## src/rtl/down_count_monitor_pkg.sv

```systemverilog
// -----------------------------------------------------------------------------
// down_count_monitor_pkg
// Shared types and default constants for the ripple down-counter monitor and
// its synchroniser/settle filter.
//   mon_state_t     : monitor FSM states (SEED, TRACK, FAULT)
//   COUNT_W         : default width of the monitored count value
//   STALL_LIMIT_DEF : default idle-cycle limit before a stall is flagged
//   WRAP_CNT_W_DEF  : default width of the saturating wrap counter
// -----------------------------------------------------------------------------
package down_count_monitor_pkg;

    typedef enum logic [1:0] {
        SEED  = 2'd0,
        TRACK = 2'd1,
        FAULT = 2'd2
    } mon_state_t;

    localparam int COUNT_W         = 3;
    localparam int STALL_LIMIT_DEF = 16;
    localparam int WRAP_CNT_W_DEF  = 8;

endpackage

```

## src/rtl/sync_settle_filter.sv

```systemverilog
// -----------------------------------------------------------------------------
// sync_settle_filter
// Brings an asynchronous, possibly glitching multi-bit tap (e.g. a ripple
// counter output) into the clk domain with a two-flop synchroniser and marks
// the synchronised value as settled when two consecutive samples agree.
//   clk         in   clock
//   reset       in   synchronous active-low reset
//   d_in        in   raw asynchronous value
//   settled_val out  current synchronised sample
//   settled     out  settled_val equals the previous synchronised sample
// -----------------------------------------------------------------------------
module sync_settle_filter
    import down_count_monitor_pkg::*;
#(
    parameter int WIDTH = COUNT_W
) (
    input  logic             clk,
    input  logic             reset,
    input  logic [WIDTH-1:0] d_in,
    output logic [WIDTH-1:0] settled_val,
    output logic             settled
);

    logic [WIDTH-1:0] q_p0, q_p1, q_p2;
    logic             vld_p0, vld_p1, vld_p2;

    // The vld_pN chain keeps the all-zero reset contents of the pipeline from
    // being mistaken for a settled value of 0 right after reset.
    always_ff @(posedge clk) begin
        if (!reset) begin
            q_p0   <= '0;
            q_p1   <= '0;
            q_p2   <= '0;
            vld_p0 <= 1'b0;
            vld_p1 <= 1'b0;
            vld_p2 <= 1'b0;
        end else begin
            // p0/p1: two-flop synchroniser
            q_p0   <= d_in;
            q_p1   <= q_p0;
            // p2: previous synchronised sample for the settle compare
            q_p2   <= q_p1;
            vld_p0 <= 1'b1;
            vld_p1 <= vld_p0;
            vld_p2 <= vld_p1;
        end
    end

    assign settled_val = q_p1;
    assign settled     = vld_p2 && (q_p1 == q_p2);

endmodule

```

## src/rtl/down_count_monitor.sv

```systemverilog
// -----------------------------------------------------------------------------
// down_count_monitor
// Watches the output of a ripple down-counter, accepts only settled values and
// checks that each settled change is a decrement by one (mod 2^WIDTH).
// Reports wraps (0 -> all-ones), keeps a saturating wrap tally and flags
// skips and stalls with sticky error bits.
//   clk         in   clock, all state on rising edge
//   reset       in   synchronous active-low reset
//   q_in        in   raw counter value, asynchronous to clk
//   clr_err     in   single-cycle request: clear errors and reseed
//   valid       out  cur_value holds a settled, seeded value
//   cur_value   out  last accepted settled count
//   wrap_pulse  out  one-cycle pulse on an accepted wrap
//   wrap_count  out  saturating number of wraps
//   err_skip    out  sticky: settled change was not a decrement by one
//   err_stall   out  sticky: STALL_LIMIT cycles without an accepted change
// -----------------------------------------------------------------------------
module down_count_monitor
    import down_count_monitor_pkg::*;
#(
    parameter int WIDTH       = COUNT_W,
    parameter int STALL_LIMIT = STALL_LIMIT_DEF,
    parameter int WRAP_CNT_W  = WRAP_CNT_W_DEF
) (
    input  logic                  clk,
    input  logic                  reset,
    input  logic [WIDTH-1:0]      q_in,
    input  logic                  clr_err,
    output logic                  valid,
    output logic [WIDTH-1:0]      cur_value,
    output logic                  wrap_pulse,
    output logic [WRAP_CNT_W-1:0] wrap_count,
    output logic                  err_skip,
    output logic                  err_stall
);

    localparam int                 STALL_W    = $clog2(STALL_LIMIT + 1);
    localparam logic [STALL_W-1:0] STALL_MAX  = STALL_W'(STALL_LIMIT);
    localparam logic [STALL_W-1:0] STALL_LAST = STALL_W'(STALL_LIMIT - 1);

    function automatic logic [WRAP_CNT_W-1:0] sat_inc(input logic [WRAP_CNT_W-1:0] v);
        return (&v) ? v : v + WRAP_CNT_W'(1);
    endfunction

    mon_state_t         state, state_nxt;
    logic [WIDTH-1:0]   settled_val;
    logic               settled;
    logic [WIDTH-1:0]   exp_val;
    logic               new_val;
    logic               step_ok;
    logic               skip_evt;
    logic               stall_evt;
    logic               err_evt;
    logic [STALL_W-1:0] stall_cnt;

    sync_settle_filter #(
        .WIDTH(WIDTH)
    ) u_filter (
        .clk        (clk),
        .reset      (reset),
        .d_in       (q_in),
        .settled_val(settled_val),
        .settled    (settled)
    );

    // Decision stage: classify the settled sample against cur_value
    assign exp_val   = cur_value - WIDTH'(1);
    assign new_val   = settled && (settled_val != cur_value);
    assign step_ok   = (settled_val == exp_val);
    assign skip_evt  = (state == TRACK) && new_val && !step_ok;
    assign stall_evt = (state == TRACK) && !new_val && (stall_cnt == STALL_LAST);
    assign err_evt   = skip_evt || stall_evt;

    always_ff @(posedge clk) begin
        if (!reset) begin
            state <= SEED;
        end else begin
            state <= state_nxt;
        end
    end

    // An error raised in the same cycle as clr_err takes precedence over it.
    always_comb begin
        state_nxt = state;
        case (state)
            SEED:    if (settled) state_nxt = TRACK;
            TRACK:   if (skip_evt) state_nxt = FAULT;
            FAULT:   state_nxt = FAULT;
            default: state_nxt = SEED;
        endcase
        if (clr_err && !err_evt) begin
            state_nxt = SEED;
        end
    end

    always_comb begin
        valid = (state != SEED);
    end

    // Update stage: accepted value, wrap tally, sticky errors, stall timer
    always_ff @(posedge clk) begin
        if (!reset) begin
            cur_value  <= '0;
            wrap_pulse <= 1'b0;
            wrap_count <= '0;
            err_skip   <= 1'b0;
            err_stall  <= 1'b0;
            stall_cnt  <= '0;
        end else begin
            wrap_pulse <= 1'b0;
            if (clr_err) begin
                err_skip  <= 1'b0;
                err_stall <= 1'b0;
                stall_cnt <= '0;
            end
            case (state)
                SEED: begin
                    if (settled) begin
                        cur_value <= settled_val;
                        stall_cnt <= '0;
                    end
                end
                TRACK: begin
                    if (new_val) begin
                        cur_value <= settled_val;
                        if (step_ok) begin
                            stall_cnt <= '0;
                            if (cur_value == '0) begin
                                wrap_pulse <= 1'b1;
                                wrap_count <= sat_inc(wrap_count);
                            end
                        end else begin
                            err_skip <= 1'b1;
                        end
                    end else if (stall_cnt == STALL_LAST) begin
                        // Counter parks at the limit so the flag fires once.
                        err_stall <= 1'b1;
                        stall_cnt <= STALL_MAX;
                    end else if (!clr_err && (stall_cnt < STALL_LAST)) begin
                        stall_cnt <= stall_cnt + STALL_W'(1);
                    end
                end
                FAULT: begin
                    if (new_val) begin
                        cur_value <= settled_val;
                    end
                end
                default: begin
                end
            endcase
        end
    end

endmodule
```

## config.mk

```make
export PLATFORM = sky130hd
export DESIGN_NAME = down_count_monitor
export DESIGN_NICKNAME = d
export VERILOG_FILES = /design/src/rtl/down_count_monitor_pkg.sv /design/src/rtl/sync_settle_filter.sv /design/src/rtl/down_count_monitor.sv
export SDC_FILE = /design/constraint.sdc
export NUM_CORES = 1
export LEC_CHECK = 0
export CAP_MARGIN = 20
export CORE_UTILIZATION = 45
export DETAILED_ROUTE_END_ITERATION = 12
export DONT_BUFFER_PORTS = 1
export HOLD_SLACK_MARGIN = 0.08
export PLACE_DENSITY = 0.66
export SYNTH_ARGS = -nofsm -noshare
export SYNTH_HDL_FRONTEND = slang
export SYNTH_SLANG_ARGS = --single-unit
export TNS_END_PERCENT = 100
```

## constraint.sdc

```tcl
create_clock -name clk -period 8 [get_ports clk]
set_clock_uncertainty 0.15 [all_clocks]
set_input_delay 1.6 -clock clk [delete_from_list [all_inputs] [get_ports clk]]
set_output_delay 1.6 -clock clk [all_outputs]
set_load 0.01 [all_outputs]
```

# == Yosys cells after proc, flatten, opt, wreduce, memory -nomap -nowiden ==
# Cells that the tools add are included.
# word_totals
regBits,33
in_bits,6
out_inout_bits,15
word_cells,75
# op_classes
n_addsub,3
magnitude_cmp,1
n_eq_ne,9
muxes,23
bitwise_logic,2
reduce_logical,24
# op_table
op,count
$mux W5,6
$mux W1,10
$pmux W5 S2,1
$add A8 B1 Y8 const B,1
$logic_and A1 B1 Y1,8
$reduce_and A8 Y1,1
$eq A3 B3 Y1,2
$mux W3,2
$pmux W2 S3,1
$pmux W3 S2,1
$add A5 B1 Y5 const B,1
$eq A5 B4 Y1 const B,1
$lt A5 B4 Y1 const B,1
$reduce_and A5 Y1,1
$logic_not A1 Y1,4
$mux W2,2
$ne A2 B2 Y1 const B,2
$reduce_and A4 Y1,1
$reduce_bool A2 Y1,2
$reduce_or A2 Y1,2
$logic_not A3 Y1,1
$ne A3 B3 Y1,1
$reduce_and A3 Y1,1
$sub A3 B1 Y3 const B,1
other kinds (7),8

# == Longest topological paths before layout ==
# Gate-level depths: netlist (run 1).
# depth
depth_word,10
depth_mapped,9
ltp_nobuf,8

# == Cells and area by module ==
# Synthesis (run 1) repeated with hierarchy kept, for this count alone.
# unflattened
cells_unflattened,176
area_unflattened_um2,1584.0
# by_module_without_submodules
module,instances,cells_each,area_each_um2,seq_area_each_um2
down_count_monitor,1,148,1233.7,420.4
sync_settle_filter,1,28,350.3,240.2

# == Least setup slack after synthesis (run 1) ==
# No wires, ideal clock.
# synth_path
path_type,register to register
start,register cur_value[0]
end,register wrap_count[4]
setup_time_ns,0.070
arrival_time_ns,2.387
required_time_ns,7.780
path_slack_ns,5.393
path_stages_with_launch,10
n_path_buf,1
synth_period_minus_slack_ns,2.607
path_cell_list,dfxtp_1 inv_1 ha_1 ha_1 xor2_1 nand3_2 or3_1 buf_2 or4_1 a21oi_1
# synth_via
elab_chain_cells,3
word_cells_on_any_way,6
cone_classes,add/sub: 1; eq/ne: 2; reduce/logical: 3
# synth_lines
item,line,text
"start, declared",down_count_monitor.sv:30,"output logic [WIDTH-1:0] cur_value,"
"start signal, assigned",down_count_monitor.sv:119,cur_value <= settled_val;
"start signal, assigned",down_count_monitor.sv:125,cur_value <= settled_val;
"start signal, assigned",down_count_monitor.sv:145,cur_value <= settled_val;
$sub A3 B1 Y3 or $ne A3 B3 Y1 (tied branches),"down_count_monitor.sv:67, down_count_monitor.sv:68",
$eq A3 B3 Y1 or $logic_and A1 B1 Y1 (tied branches),"down_count_monitor.sv:69, down_count_monitor.sv:68",
$reduce_and A5 Y1 (no line) *,-,
"end signal, assigned",down_count_monitor.sv:130,wrap_count <= sat_inc(wrap_count);
"end, declared",down_count_monitor.sv:32,"output logic [WRAP_CNT_W-1:0] wrap_count,"
# Every way passes the cells marked *; elsewhere a longest branch is shown, timed or not.
# A chain may end at the register's enable or synchronous reset.

# == Final worst setup path (run 1) ==
# layout_path
start,register state[1]
end,output valid
# layout_via
elab_chain_cells,1
# layout_lines
item,line,text
"start, declared",down_count_monitor.sv:45,"mon_state_t state, state_nxt;"
"start signal, assigned",down_count_monitor.sv:78,state <= state_nxt;
$reduce_bool A2 Y1,down_count_monitor.sv:97,valid = (state != SEED);
"end, declared",down_count_monitor.sv:29,"output logic valid,"
# No other way between the ends.

==> results.toml, run 1 <==
[power]
p_total_w = 0.0003077
power.leakage_nw = 0.6565
p_per_area_nw_per_um2 = 177.2
peakVddDrop_mv = 0.1229

[timing]
fin_crit_sh_pct = 37.26
grt_setup_unrepaired = "no"
tns_ps = 0
setup_viol = 0
finalCriticalPeriod_ps = 2981
tightest_slew_ps = 523.3
relSlewSlack_pct = 64.84
slew_viol_final = 0
hold_viol_final = 0
timing.fmax_mhz = 335.5

[clocking]
post_cts_buffers = 0
cts_resized = 0
hold_buffers = 0
clock_latency_ps = 320
cts_made_buffers = 5
htree_levels = 2
cts_tree = "done"
clkTransAtPathRegs_ps = 110
clk_path_buf_depth = 2
cts-root-buf = "clkbuf_4"
cts_sinks = 33

[setup_path]
startpoint_type = "register"
cp_common_cell = "inv_1"
cp_slowest_stage_delay_ps = 330
crit_required_ps = 6250
setup.worst_path.end_class = "output pin"
crit_type = "reg -> out"
cp_cell_sequence = "inv_1 -> ha_1 -> inv_1"
timing.critical_path.buf_inv = 2
critPathArrivalTime_ps = 1230
worst-path-max-fanout = 8
cp_top_family = "flip-flops"
critPathSlowestCell = "dfxtp_1"

[final_layout]
seq_area_um2 = 660.6
fillers = 338
n_antenna_cell = 0
nets = 205
drive_above_1_share_pct = 7.732
layout_common_cells = "dfxtp_1, nand2_1, inv_1"
layout_commonest_cell = "dfxtp_1"
area_delta_synth_final_pct = 6.279
multi_input_area_um2 = 889.6

[yosys]
ys_types = 41
netlist_area_um2 = 1634
syn_area_per_cell_um2 = 8.423
yosys_warnings = 0
ys_seq_area_share_pct = 40.43
synth_top_area_share_pct = 40.43
syn_nets = 206
synth_area_leaders = "dfxtp_1, nand2_1, mux2i_1"
synth_seq_cells = 33
ys.flop_type = "dfxtp_1"
ys_async_sr_fraction_pct = 0
synth_edf_count = 0
syn_inst = 194
yosysTopAreaCell = "dfxtp_1"

[route]
viasPerCell = 5.654
firstDrtPassIters = 4
vias = 1357
drc = 0
drt_iter0_markers = 141
drt-total-wl_mm = 3.137
ant_nets = 0
wl_per_cell_um = 13.07

[grt]
grt_util_met2_pct = 26.24
antenna_found_initial = 0
grt_use_total_pct = 17.99
grt_max_degree = 28
first_global_vias = 1232
grt.busiest_layer = "met2"
grt_pass1_wl_mm = 5.589
met3_usage_pct = 6.066
met1_usage_pct = 23.57
gr-total-overflow = 0

[status]
status = "complete, no violations"

[die]
die_area_um2 = 3876
initial_core_util_pct = 47.84
ioPinCount = 21
die_w_um = 62.26
die_h_um = 62.26
rows = 21
core_area_um2 = 3416

[worst_hold_path]
hp-class = "reg -> reg"

[flow_run]
drv_cap = 0

[placement]
gp_congestion = 0.8884
dp_hpwl_mm = 2.329
port_buffers = 0
-- flip-flops by register name, indices dropped and copies added, names as in the netlist --
signal and flops:
u_filter.q_p2 3, wrap_count 8, err_skip 1, stall_cnt 5
u_filter.q_p0 3, cur_value 3, u_filter.vld_p2 1, u_filter.vld_p0 1
wrap_pulse 1, u_filter.settled_val 3, err_stall 1, state 2
u_filter.vld_p1 1
-- metal layers --
metal,share of wire [%],vias up
li1,-,679
met1,44,606
met2,46,68
met3,8.4,4
met4,1.1,0
met5,0,-
-- area by class of cell --
class	instances	area share [%]
clock buffers	5	2.161
clock inverters	3	2.666
inverters	12	2.594
multi-input cells	141	51.22
flip-flops and latches	33	38.04
well taps	46	3.314
-- worst register-to-register path: stages, from the launching register on --
cell	delay, ps
dfxtp_1	480
inv_1	80
ha_1	200
ha_1	280
xor2_1	200
nand3_2	150
or3_1	470
or4_1	530
a21oi_1	150
-- worst paths after layout --
kind	startpoint	endpoint	slack, ps	cells past startpoint
min	u_filter.q_p0[1]	u_filter.settled_val[1]	290	1
max	state[1]	valid	5020	3
max reg2reg	cur_value[0]	wrap_count[4]	5240	8
min reg2reg	u_filter.q_p0[1]	u_filter.settled_val[1]	290	1
-- stage by stage --
stage / setup slack (ps) / instance area [um2] / util, % / hold WS, ps / std cells
6_report: 5019 / 1737 / 50.84 / 292.0 / 240
4_1_cts: 4996 / 1737 / 50.84 / 294.0 / 240
5_1_grt: 4903 / 1737 / 50.84 / 305.0 / 240
3_5_place_dp: 5265 / 1653 / 48.39 / 266.9 / 232
3_3_place_gp: 5333 / 1653 / 48.39 / 265.8 / 232
2_1_floorplan: 5393 / 1634 / - / 261.9 / 194
-- power breakdown --
| group | leakage, nW | total (W) | switching, W | internal (W) |
|---|---|---|---|---|
| combinational | 0.347 | 0.0000142 | 0.00000873 | 0.00000549 |
| clock | 0.0414 | 0.000125 | 0.0000586 | 0.0000662 |
| sequential | 0.268 | 0.000169 | 0.00000172 | 0.000167 |
-- cell usage after synthesis (all sizes together), types with 2 or more instances --
library cell,n
dfxtp,33
nand2,27
inv,12
nand3,10
nor2,10
mux2i,9
nor3,9
a21oi,8
and2,8
o21ai,7
clkbuf,6
ha,6
xor2,5
a31oi,4
nand2b,4
and3,3
nand4,3
nor4,3
xnor2,3
a211oi,2
a31o,2
buf,2
o211ai,2
o22ai,2
or3,2
-- kinds of logic after synthesis --
kind of cell             Yosys count  synth area share, %
AND/OR/NAND/NOR                   84                26.19
buffers and inverters             20                5.130
multiplexers                       9                5.513
adder cells (fa/ha/maj)            6                4.594
XOR/XNOR                           8                4.748
flip-flops                        33                40.43
AO/OA/AOI/OAI                     34                13.40
Note: power is estimated with default switching activity, not from simulation.
==> run 2: changes to the inputs <==
--- a/config.mk
+++ b/config.mk
@@ -5,12 +5,13 @@
 export SDC_FILE = /design/constraint.sdc
 export NUM_CORES = 1
 export LEC_CHECK = 0
+export ABC_AREA = 1
 export CAP_MARGIN = 20
 export CORE_UTILIZATION = 45
 export DETAILED_ROUTE_END_ITERATION = 12
 export DONT_BUFFER_PORTS = 1
 export HOLD_SLACK_MARGIN = 0.08
-export PLACE_DENSITY = 0.66
+export PLACE_DENSITY = 0.68
 export SYNTH_ARGS = -nofsm -noshare
 export SYNTH_HDL_FRONTEND = slang
 export SYNTH_SLANG_ARGS = --single-unit
==> constraint.sdc (replaced) <==
create_clock -name clk -period 2.55 [get_ports clk]
set_clock_uncertainty 0.15 [all_clocks]
set_input_delay 0.51 -clock clk [delete_from_list [all_inputs] [get_ports clk]]
set_output_delay 0.51 -clock clk [all_outputs]
set_load 0.01 [all_outputs]
==> run 2 against run 1 <==
  * Via count increased by 13%
  * Setup slack worse by 4600 ps
  * Critical path depth grew 6
  * Area after synthesis rose by 10%
  * Clock power grew to 4.0 times the previous value
  * Die area rose by 9.8%
  * Register-to-register slack got worse by 4800 ps
  * Routed wire length up 5.6%
  * Largest cell class unchanged
==> results.toml, run 2 <==
[status]
status = "complete, no violations"

[timing]
tns_ps = 0
timing.fmax_mhz = 467.2
relSlewSlack_pct = 75.66
hold_viol_final = 0
setup_viol = 0
tightest_slew_ps = 364.6
finalCriticalPeriod_ps = 2141
slew_viol_final = 0
grt_setup_unrepaired = "no"
fin_crit_sh_pct = 83.94

[setup_path]
crit_type = "reg -> reg"
worst-path-max-fanout = 5
crit_required_ps = 2560
startpoint_type = "register"
reg2regPathDepth = 9
setup.worst_path.end_class = "register"
critPathSlowestCell = "dfxtp_1"
cp_cell_sequence = "inv_1 -> ha_1 -> ha_1 -> xor2_1 -> nand3_2 -> nor2_4 -> nand3_2 -> nand2_1 -> a21oi_1"
critPathArrivalTime_ps = 2150
cp_slowest_stage_delay_ps = 440

[clocking]
cts_sinks = 33
cts_made_buffers = 5
clock_latency_ps = 280
cts-root-buf = "clkbuf_8"
post_cts_buffers = 0
htree_levels = 2
cts_resized = 0
hold_buffers = 0
clkTransAtPathRegs_ps = 70
cts_tree = "done"
clk_path_buf_depth = 2

[worst_hold_path]
hp-class = "in -> reg"
min_path_cells = 2

[die]
rows = 22
core_area_um2 = 3744
die_h_um = 65.23
die_area_um2 = 4255
initial_core_util_pct = 48.06
die_w_um = 65.23
ioPinCount = 21

[final_layout]
largest_register_ffs = 8
layout_commonest_cell = "nand2_1"
nets = 284
reg_top3 = "wrap_count (8), stall_cnt (5)"
area_delta_synth_final_pct = 8.762
fin_area_um2 = 1957
top_register = "wrap_count"
n_antenna_cell = 0
drive_above_1_share_pct = 9.158
layout_common_cells = "nand2_1, inv_1, dfxtp_1"

[route]
wl_per_cell_um = 10.32
vias = 1538
viasPerCell = 4.791
ant_nets = 0
drt_iter0_markers = 72
drc = 0
drt-total-wl_mm = 3.312
firstDrtPassIters = 4

[yosys]
synth_top_area_share_pct = 36.72
synth_area_leaders = "dfxtp_1, nand2_1, inv_1"
yosysTopAreaCell = "dfxtp_1"
syn_inst = 268
yosys_warnings = 0
synth_seq_cells = 33
ys.flop_type = "dfxtp_1"
ys_seq_area_share_pct = 36.72
syn_nets = 280
ys_async_sr_fraction_pct = 0
synth_most_common_cell = "nand2_1"
synth_commonest_cells = "nand2_1, inv_1, dfxtp_1"
netlist_area_um2 = 1799
syn_area_per_cell_um2 = 6.714
synth_edf_count = 0
ys_types = 28

[power]
p_total_w = 0.001141
power.leakage_nw = 0.9311
internal_power_w = 0.0008568
p_clk_share_pct = 43.3
p_per_area_nw_per_um2 = 583.2
switching_power_w = 0.0002845
comb_power_share_pct = 9.6
peakVddDrop_mv = 0.3583
swShare_pct = 24.92
seqPwrFrac_pct = 47.1

[grt]
grt_max_degree = 22
gr-total-overflow = 0
first_global_vias = 1379
antenna_found_initial = 0
grt_use_total_pct = 17.73
grt_pass1_wl_mm = 5.885

[flow_run]
drv_cap = 0

[placement]
place_area_um2 = 1832
dp_hpwl_mm = 2.478
gp_congestion = 0.8263
port_buffers = 0
run 2: power by group through the flow:
stage | Sequential, W | Combinational (W) | Clock (W)
floorplan | 0.000548 | 0.0000961 | 0
global placement | 0.000550 | 0.000106 | 0
detailed placement | 0.000550 | 0.000108 | 0
CTS | 0.000538 | 0.000109 | 0.000511
global route | 0.000539 | 0.000127 | 0.000539
finish | 0.000538 | 0.000110 | 0.000494
run 2: worst paths after layout:
kind	start	end	slack, ps
max	cur_value[0]	wrap_count[4]	410
min	reset	u_filter.q_p0[2]	170
max reg2reg	cur_value[0]	wrap_count[4]	410
min reg2reg	u_filter.vld_p0	u_filter.vld_p1	260
run 2: kinds of logic after synthesis:
| group | after synthesis | share of synthesized area (%) |
|---|---|---|
| compound gates | 22 | 6.467 |
| xor+xnor | 7 | 3.408 |
| fa+ha+maj | 6 | 4.172 |
| buf+inv | 52 | 11.61 |
| flops | 33 | 36.72 |
| simple gates | 148 | 37.62 |
run 2: cell type report:
type,count,area [um2]
clock buffers,5,68.82
multi-input cells,183,929.6
flip-flops and latches,33,660.6
inverters,48,181.4
repair buffers,1,10.01
fillers,389,1787
clock inverters,3,46.29
well taps,48,60.06
run 2: metrics by stage:
stage	hold slack, ps	setup slack (ps)	util, %	std cells
after floorplan	240.5	579.0	-	268
after global placement	242.5	444.9	48.93	312
after detailed placement	247.4	416.5	48.93	312
after CTS	86.27	391.9	52.01	320
after global routing	149.1	225.0	52.27	321
final	168.1	409.5	52.27	321
run 2: routing by layer:
layer  GRT usage, %  part of all wire (%)
met5              0                     0
met4          5.435                  0.88
met3          6.771                   6.3
met2          26.55                    43
met1          23.35                    49
run 2: worst max-delay path, delay by kind of cell (launching register included):
family	cells	cell delay [ps]
adder cells (fa/ha/maj)	2	480
AND/OR/NAND/NOR	4	570
AO/OA/AOI/OAI	1	60
XOR/XNOR	1	240
buffers and inverters	1	80
flip-flops	1	440
